File: config.mk
export PLATFORM = sky130hd
export DESIGN_NAME = win_mean_filt
export DESIGN_NICKNAME = d
export VERILOG_FILES = /design/src/rtl/win_mean_filt.sv
export SDC_FILE = /design/constraint.sdc
export NUM_CORES = 1
export LEC_CHECK = 0
export ABC_AREA = 1
export ABC_CLOCK_PERIOD_IN_PS = 6900
export CAP_MARGIN = 40
export CORE_MARGIN = 4
export CORE_UTILIZATION = 40
export CTS_CLUSTER_SIZE = 10
export DETAILED_ROUTE_END_ITERATION = 6
export PLACE_DENSITY = 0.6
export SKIP_CTS_REPAIR_TIMING = 1
export SLEW_MARGIN = 40
export SYNTH_ARGS = -nofsm -noshare
export SYNTH_HDL_FRONTEND = slang
export SYNTH_SLANG_ARGS = --single-unit
export TNS_END_PERCENT = 30
File: constraint.sdc
create_clock -name clk -period 6.9 [get_ports clk]
set_input_delay 1.035 -clock clk [delete_from_list [all_inputs] [get_ports clk]]
set_output_delay 1.035 -clock clk [all_outputs]
set_load 0.02 [all_outputs]
File: src/rtl/win_mean_filt.sv
// Sliding-window mean filter: sums a KSZ x KSZ window, scales it by a fixed-point reciprocal
// and passes the centre pixel through on border windows. It also checks the output pixel count per frame.
module win_mean_filt #(
    parameter int DW    = 14,
    parameter int KSZ   = 3,
    parameter int IH    = 512,
    parameter int IW    = 640,
    parameter int SHIFT = 16
) (
    input  logic                  clk,
    input  logic                  rst_n,
    input  logic                  din_valid,
    input  logic [DW*KSZ*KSZ-1:0] din,
    input  logic [DW-1:0]         din_org,
    input  logic                  vsync,
    input  logic                  is_boarder,
    output logic [DW-1:0]         dout,
    output logic                  dout_valid,
    output logic                  vsync_out,
    output logic                  frame_done,
    output logic                  cnt_err
);
    localparam int NUM   = KSZ * KSZ;
    localparam int RECIP = ((1 << SHIFT) + NUM / 2) / NUM;
    localparam int RW    = DW + $clog2(KSZ);
    localparam int SW    = DW + $clog2(NUM);
    localparam int PW    = SW + SHIFT + 1;
    localparam int FRAME = IH * IW;
    localparam int CW    = $clog2(FRAME + 1);
    localparam logic [DW-1:0] PMAX = '1;

    logic [KSZ-1:0][RW-1:0] row_sum, row_d, row_q;
    logic [DW-1:0]          org1_d, org1_q, org2_d, org2_q;
    logic                   brd1_d, brd1_q, brd2_d, brd2_q;
    logic [SW-1:0]          sum_acc, sum_d, sum_q;
    logic [PW-1:0]          prod, mean_w;
    logic [DW-1:0]          mean, dout_d, dout_q;
    logic [2:0]             vld_d, vld_q, vs_d, vs_q;
    logic [CW-1:0]          cnt_inc, cnt_d, cnt_q;
    logic                   fall, frame_done_d, frame_done_q, cnt_err_d, cnt_err_q;

    // S1: row sums
    always_comb begin
        for (int r = 0; r < KSZ; r++) begin
            row_sum[r] = '0;
            for (int c = 0; c < KSZ; c++)
                row_sum[r] = row_sum[r] + RW'(din[(r*KSZ+c)*DW +: DW]);
        end
        row_d  = din_valid ? row_sum    : row_q;
        org1_d = din_valid ? din_org    : org1_q;
        brd1_d = din_valid ? is_boarder : brd1_q;
    end

    // S2: total sum
    always_comb begin
        sum_acc = '0;
        for (int r = 0; r < KSZ; r++)
            sum_acc = sum_acc + SW'(row_q[r]);
        sum_d  = vld_q[0] ? sum_acc : sum_q;
        org2_d = vld_q[0] ? org1_q  : org2_q;
        brd2_d = vld_q[0] ? brd1_q  : brd2_q;
    end

    // S3: rounded reciprocal multiply, saturate, border mux
    always_comb begin
        prod   = PW'(sum_q) * PW'(RECIP) + (PW'(1) << (SHIFT - 1));
        mean_w = prod >> SHIFT;
        mean   = (mean_w > PW'(PMAX)) ? PMAX : mean_w[DW-1:0];
        dout_d = dout_q;
        if (vld_q[1])
            dout_d = brd2_q ? org2_q : mean;
    end

    // vs_q[1] is the next value of vsync_out, so the fall is seen one edge early and
    // frame_done/cnt_err are registered in the same cycle vsync_out drops.
    always_comb begin
        vld_d        = {vld_q[1:0], din_valid};
        vs_d         = {vs_q[1:0], vsync};
        fall         = vs_q[2] & ~vs_q[1];
        cnt_inc      = (vld_q[2] && cnt_q != '1) ? cnt_q + CW'(1) : cnt_q;
        cnt_d        = cnt_inc;
        cnt_err_d    = cnt_err_q;
        frame_done_d = 1'b0;
        if (fall) begin
            frame_done_d = 1'b1;
            cnt_err_d    = (cnt_inc != CW'(FRAME));
            cnt_d        = '0;
        end
    end

    always_ff @(posedge clk) begin
        if (!rst_n) begin
            row_q        <= '0;
            org1_q       <= '0;
            brd1_q       <= 1'b0;
            sum_q        <= '0;
            org2_q       <= '0;
            brd2_q       <= 1'b0;
            dout_q       <= '0;
            vld_q        <= '0;
            vs_q         <= '0;
            cnt_q        <= '0;
            cnt_err_q    <= 1'b0;
            frame_done_q <= 1'b0;
        end else begin
            row_q        <= row_d;
            org1_q       <= org1_d;
            brd1_q       <= brd1_d;
            sum_q        <= sum_d;
            org2_q       <= org2_d;
            brd2_q       <= brd2_d;
            dout_q       <= dout_d;
            vld_q        <= vld_d;
            vs_q         <= vs_d;
            cnt_q        <= cnt_d;
            cnt_err_q    <= cnt_err_d;
            frame_done_q <= frame_done_d;
        end
    end

    assign dout       = dout_q;
    assign dout_valid = vld_q[2];
    assign vsync_out  = vs_q[2];
    assign frame_done = frame_done_q;
    assign cnt_err    = cnt_err_q;
endmodule

Word level (Yosys, flattened, before mapping)
Index checks and enable logic that the tools add are counted.

word-level totals
  bits in registers = 137
  bits of input ports = 145
  output and inout bits = 18

operators by class
  $add $sub $neg = 10
  $mul = 1
  order comparisons = 1
  equality and inequality tests = 2
  mux-type cells = 4
  bitwise operators = 3
  reduce and logical (&&, ||, !) cells = 2

operators with widths
  operator                                                                            number
  15-bit by 14-bit adder with 16-bit output                                           3
  14-bit by 14-bit adder with 15-bit output                                           3
  19-bit != test (second input constant)                                              2
  31-bit by 16-bit adder with 32-bit output (second input constant)                   1
  18-bit by 12-bit multiplier with 30-bit output (second input constant)              1
  14-bit 2-to-1 mux                                                                   2
  19-bit by 1-bit adder with 19-bit output (second input constant)                    1
  19-bit 2-to-1 mux                                                                   1
  17-bit by 16-bit adder with 18-bit output                                           1
  16-bit by 16-bit adder with 17-bit output                                           1
  16-bit by 14-bit greater-than comparator with 1-bit output (second input constant)  1
  1-bit inverter                                                                      2
  2-bit OR reduction                                                                  1
  1-bit AND                                                                           1
  1-bit logical AND                                                                   1
  1-bit 2-to-1 mux                                                                    1

Longest topological paths before layout
  word-level depth = 5
  depth in mapped cells = 33
  mapped depth without buffers = 32

Least setup slack after synthesis
No wires, ideal clock.

  path kind = register -> register
  from = reg sum_q[4]
  to = reg dout_q[3], in the netlist dout[3]
  library setup time = 0.132 ns
  data arrival time = 4.919 ns
  data required time = 6.768 ns
  slack = 1.849 ns
  stages on the path, launching flop included = 32
  buffers on the path = 1
  clock period less this slack = 5.051 ns
  cell sequence = dfxtp_1 -> inv_1 -> fa_1 -> inv_1 -> ha_1 -> xor2_1 -> ha_1 -> a31o_2 -> fa_1 -> inv_1 -> fa_1 -> inv_1 -> ha_1 -> nand2_1 -> inv_1 -> a21oi_1 -> nand2_1 -> inv_2 -> nand2_1 -> nand2_1 -> nand2_1 -> nor2_2 -> nand2_1 -> nor2_2 -> nand3_1 -> nand2_1 -> nand2_1 -> nor2_2 -> buf_6 -> nand2_1 -> nand2_1 -> a21oi_1

on the way
  cells in the longest elaborated chain, start to end = 5

RTL lines
  element                                                     line  source
  start, declared                                             35    logic [SW-1:0] sum_acc, sum_d, sum_q;
  start signal, assigned                                      109   sum_q <= sum_d;
  18-bit by 12-bit multiplier with 30-bit output (*)          66    prod = PW'(sum_q) * PW'(RECIP) + (PW'(1) << (SHIFT - 1));
  31-bit by 16-bit adder with 32-bit output (*)               66
  16-bit by 14-bit greater-than comparator with 1-bit output  68    mean = (mean_w > PW'(PMAX)) ? PMAX : mean_w[DW-1:0];
  14-bit 2-to-1 mux (*)                                       68
  14-bit 2-to-1 mux (*)                                       71    dout_d = brd2_q ? org2_q : mean;
  end signal, assigned                                        112   dout_q <= dout_d;
  end, declared                                               37    logic [DW-1:0] mean, dout_d, dout_q;

Every way passes the cells marked *; elsewhere a longest branch is shown, timed or not.
A chain may end at the register's enable or synchronous reset.

Final worst setup path
  from = reg sum_q[15]
  to = reg dout_q[5], in the netlist dout[5]

Same word-level chain as after synthesis.

==> flow_summary.json <==
{
  "async_reset_ff_share_pct": 0,
  "crit_path_top_delay_cell": "sky130_fd_sc_hd__fa_1",
  "synth-edff-count": 0,
  "placementRows": 65,
  "critical_path_required_ns": 7.19,
  "cpPeakStageDelay_ns": 0.54,
  "hpwlAfterDp_microns": 27400,
  "detailroute.via_count": 11200,
  "drt_wl_total_microns": 32300,
  "grt_start_max_net_pins": 35,
  "highest_count_cells_in_the_layout_ignoring_fill_and_taps": "sky130_fd_sc_hd__nand2_1 (410), sky130_fd_sc_hd__inv_1 (327), sky130_fd_sc_hd__clkdlybuf4s50_1 (161)",
  "setup.worst_path.class": "flop to flop",
  "timing.critical_path.fanout_max": 11,
  "netlist_top_cells_area": "sky130_fd_sc_hd__dfxtp_1 (21%), sky130_fd_sc_hd__fa_1 (17%), sky130_fd_sc_hd__ha_1 (14%), sky130_fd_sc_hd__nand2_1 (12%), sky130_fd_sc_hd__inv_1 (9.6%)",
  "power_density_nw_per_um2": 295,
  "worst_hold_slack_ns": 0.416,
  "postSynthNetCount": 2145,
  "chipHeight_microns": 187,
  "maxCapViolations": 0,
  "fin_nets": 2303,
  "grt_pass1_vias": 11000,
  "clock_skew_ns": 0.0115,
  "finalHoldViolations": 0,
  "initial_antenna_violation_count": 0,
  "drtIter0Drc": 510,
  "outcome": "complete, no violations",
  "root_buffer": "sky130_fd_sc_hd__clkbuf_16",
  "synth_warnings": 0,
  "placement_setup_slack_ns": 1.01,
  "grt_first_pass_wirelength_microns": 53800,
  "synth_top_cell_area_share_pct": 21.4,
  "start_util_pct": 40.6,
  "syn_to_final_growth_pct": 20.7,
  "clock_tree_from_tritoncts": "built",
  "clk_transition_reported_paths_ns": 0.07,
  "crit_buf_inv": 4,
  "finish.utilization_pct": 49.0,
  "yosys.area.top_type": "sky130_fd_sc_hd__dfxtp_1",
  "worst_skew_pair_later_pin_latency_ns": 0.43,
  "ios": 163,
  "number_of_stages_on_the_worst_setup_path": 26,
  "total_negative_setup_slacks_ns": 0,
  "yosys_register_bits": 137,
  "category_of_the_worst_setup_path_launch_point": "flop",
  "postSynthCellCount": 1742,
  "layout_setup_ws_ns": 1.06,
  "layout_min_cycle_time_ns": 5.84,
  "cts.htree.levels": 4,
  "drt_pre_antenna_iters": 5,
  "ant_diodes": 0,
  "min_path_cells": 2,
  "max-vdd-ir-drop_v": 0.000177,
  "viasPerCell": 4.84,
  "synth_cell_types": 39,
  "synth_seq_area_share_pct": 21.4,
  "die-width_microns": 187,
  "layout_commonest_cell": "sky130_fd_sc_hd__nand2_1",
  "r2r.worst_path.cells": 26,
  "clock_path_buffers": 2,
  "worst_hold_class": "flop to flop",
  "grt.total_usage_pct": 18.5,
  "clock-sinks": 137,
  "finalSetupViolations": 0,
  "critical-path-top-delay-family": "adder cells",
  "tritoncts.num_buffers": 17,
  "critical_path_arrival_ns": 6.13,
  "drive_above_1_share_pct": 3.50,
  "timing.slew.headroom_pct": 50.1,
  "maxClockFrequency_mhz": 171,
  "syn_area_per_cell_sq_um": 7.37,
  "residual_antenna_violating_net_count_after_detailed_routing": 0,
  "ff2ff_setup_slack_ns": 1.06,
  "total_power_mw": 4.58,
  "grt_overflow_total": 0,
  "core_sq_um": 31600,
  "synth_flop_cell": "sky130_fd_sc_hd__dfxtp_1",
  "actual_slew_at_the_worst_max_slew_pin_ns": 0.747,
  "worst_setup_path_end_kind": "flop",
  "die_area_sq_um": 35000,
  "unrepaired_setup_endpoints_after_global_routing": "false",
  "report.final.slew_viol_count": 0,
  "cp_common_cell": "sky130_fd_sc_hd__nand2_1",
  "min_period_over_period_pct": 84.7,
  "drc": 0,
  "finalWeightedCongestion": 0.911,
  "p_leak_nw": 7.71,
  "route.detailed.wl_per_inst_microns": 14.0,
  "portBuffers": 162,
  "syn-cell-area_sq_um": 12800
}
## through the flow
step / cell area, sq um / cells
after floorplan: 12800 / 1742
after global placement: 14900 / 2283
after detailed placement: 14900 / 2283
after CTS: 15500 / 2315
after global routing: 15500 / 2315
final: 15500 / 2315
## layer usage
metal,global-route usage (%),up-vias,share of wire (%)
met5,0,-,0
met4,3.90,0,1.4
met3,2.76,29,3.5
met2,32.1,199,49
met1,24.5,5125,46
li1,-,5845,-
## cells by family (layout without fill, tap and decap cells)
family | Yosys count | after routing | share of synthesized area, %
fa+ha+maj | 258 | 258 | 31.7
xor+xnor | 45 | 45 | 3.07
flops | 137 | 137 | 21.4
simple gates | 655 | 655 | 21.0
buf+inv | 363 | 534 | 10.7
compound gates | 284 | 284 | 12.1
## report_power, final
| group | internal (mW) | leakage, nW | switching (mW) |
|---|---|---|---|
| combinational | 1.02 | 6.28 | 1.64 |
| clock | 0.560 | 0.306 | 0.408 |
| sequential | 0.871 | 1.12 | 0.0753 |
| total | 2.45 | 7.71 | 2.13 |
## cell usage after synthesis, drive strengths merged, types with 4 or more instances
cell / count
a21oi: 114
a22o: 7
and2: 4
buf: 5
clkbuf: 22
dfxtp: 137
fa: 112
ha: 146
inv: 333
nand2: 416
nand3: 68
nand4: 17
nor2: 123
nor3: 19
o21a: 4
o21ai: 112
o21bai: 4
o22ai: 23
o31ai: 8
xnor2: 10
xor2: 35
## worst reg2reg max path, stage by stage (launching register included)
cell and delay [ns]:
sky130_fd_sc_hd__dfxtp_1 0.49, sky130_fd_sc_hd__inv_1 0.12, sky130_fd_sc_hd__fa_1 0.49, sky130_fd_sc_hd__inv_1 0.04
sky130_fd_sc_hd__ha_1 0.34, sky130_fd_sc_hd__fa_1 0.54, sky130_fd_sc_hd__fa_1 0.52, sky130_fd_sc_hd__inv_1 0.06
sky130_fd_sc_hd__fa_1 0.54, sky130_fd_sc_hd__inv_1 0.04, sky130_fd_sc_hd__ha_1 0.40, sky130_fd_sc_hd__nand2_1 0.13
sky130_fd_sc_hd__nor2_1 0.21, sky130_fd_sc_hd__and2_1 0.19, sky130_fd_sc_hd__nand4_1 0.15, sky130_fd_sc_hd__nand3_1 0.13
sky130_fd_sc_hd__nand2_1 0.08, sky130_fd_sc_hd__nand2_1 0.11, sky130_fd_sc_hd__nand3_1 0.14, sky130_fd_sc_hd__nor2_1 0.15
sky130_fd_sc_hd__nand3_1 0.09, sky130_fd_sc_hd__nand2_1 0.08, sky130_fd_sc_hd__nand2_1 0.07, sky130_fd_sc_hd__nor2_2 0.35
sky130_fd_sc_hd__nand2_1 0.12, sky130_fd_sc_hd__nand2_1 0.08, sky130_fd_sc_hd__a21oi_1 0.05
## registers in the layout, summed over array words and instances (netlist names)
signal	cells
row_q	48
cnt_q	19
sum_q	18
dout	14
org1_q	14
org2_q	14
vld_q	3
vs_q	3
brd1_q	1
brd2_q	1
cnt_err	1
frame_done	1
## cell type report
| cell class | instances | area, sq um |
|---|---|---|
| Clock inverter | 14 | 176 |
| Multi-Input combinational cell | 1242 | 8730 |
| Fill cell | 3141 | 16100 |
| Clock buffer | 18 | 439 |
| Timing Repair Buffer | 166 | 1650 |
| Inverter | 336 | 1260 |
| Sequential cell | 137 | 2740 |
| Tap cell | 402 | 503 |
## path summary, 6_finish.rpt
check	startpoint	end
max	sum_q[15]$_SDFFE_PN0P_	dout[5]$_SDFFE_PN0P_
min	vs_q[1]$_SDFF_PN0_	vs_q[2]$_SDFF_PN0_
max reg2reg	sum_q[15]$_SDFFE_PN0P_	dout[5]$_SDFFE_PN0P_
min reg2reg	vs_q[1]$_SDFF_PN0_	vs_q[2]$_SDFF_PN0_
(Power assumes the default switching activity.)
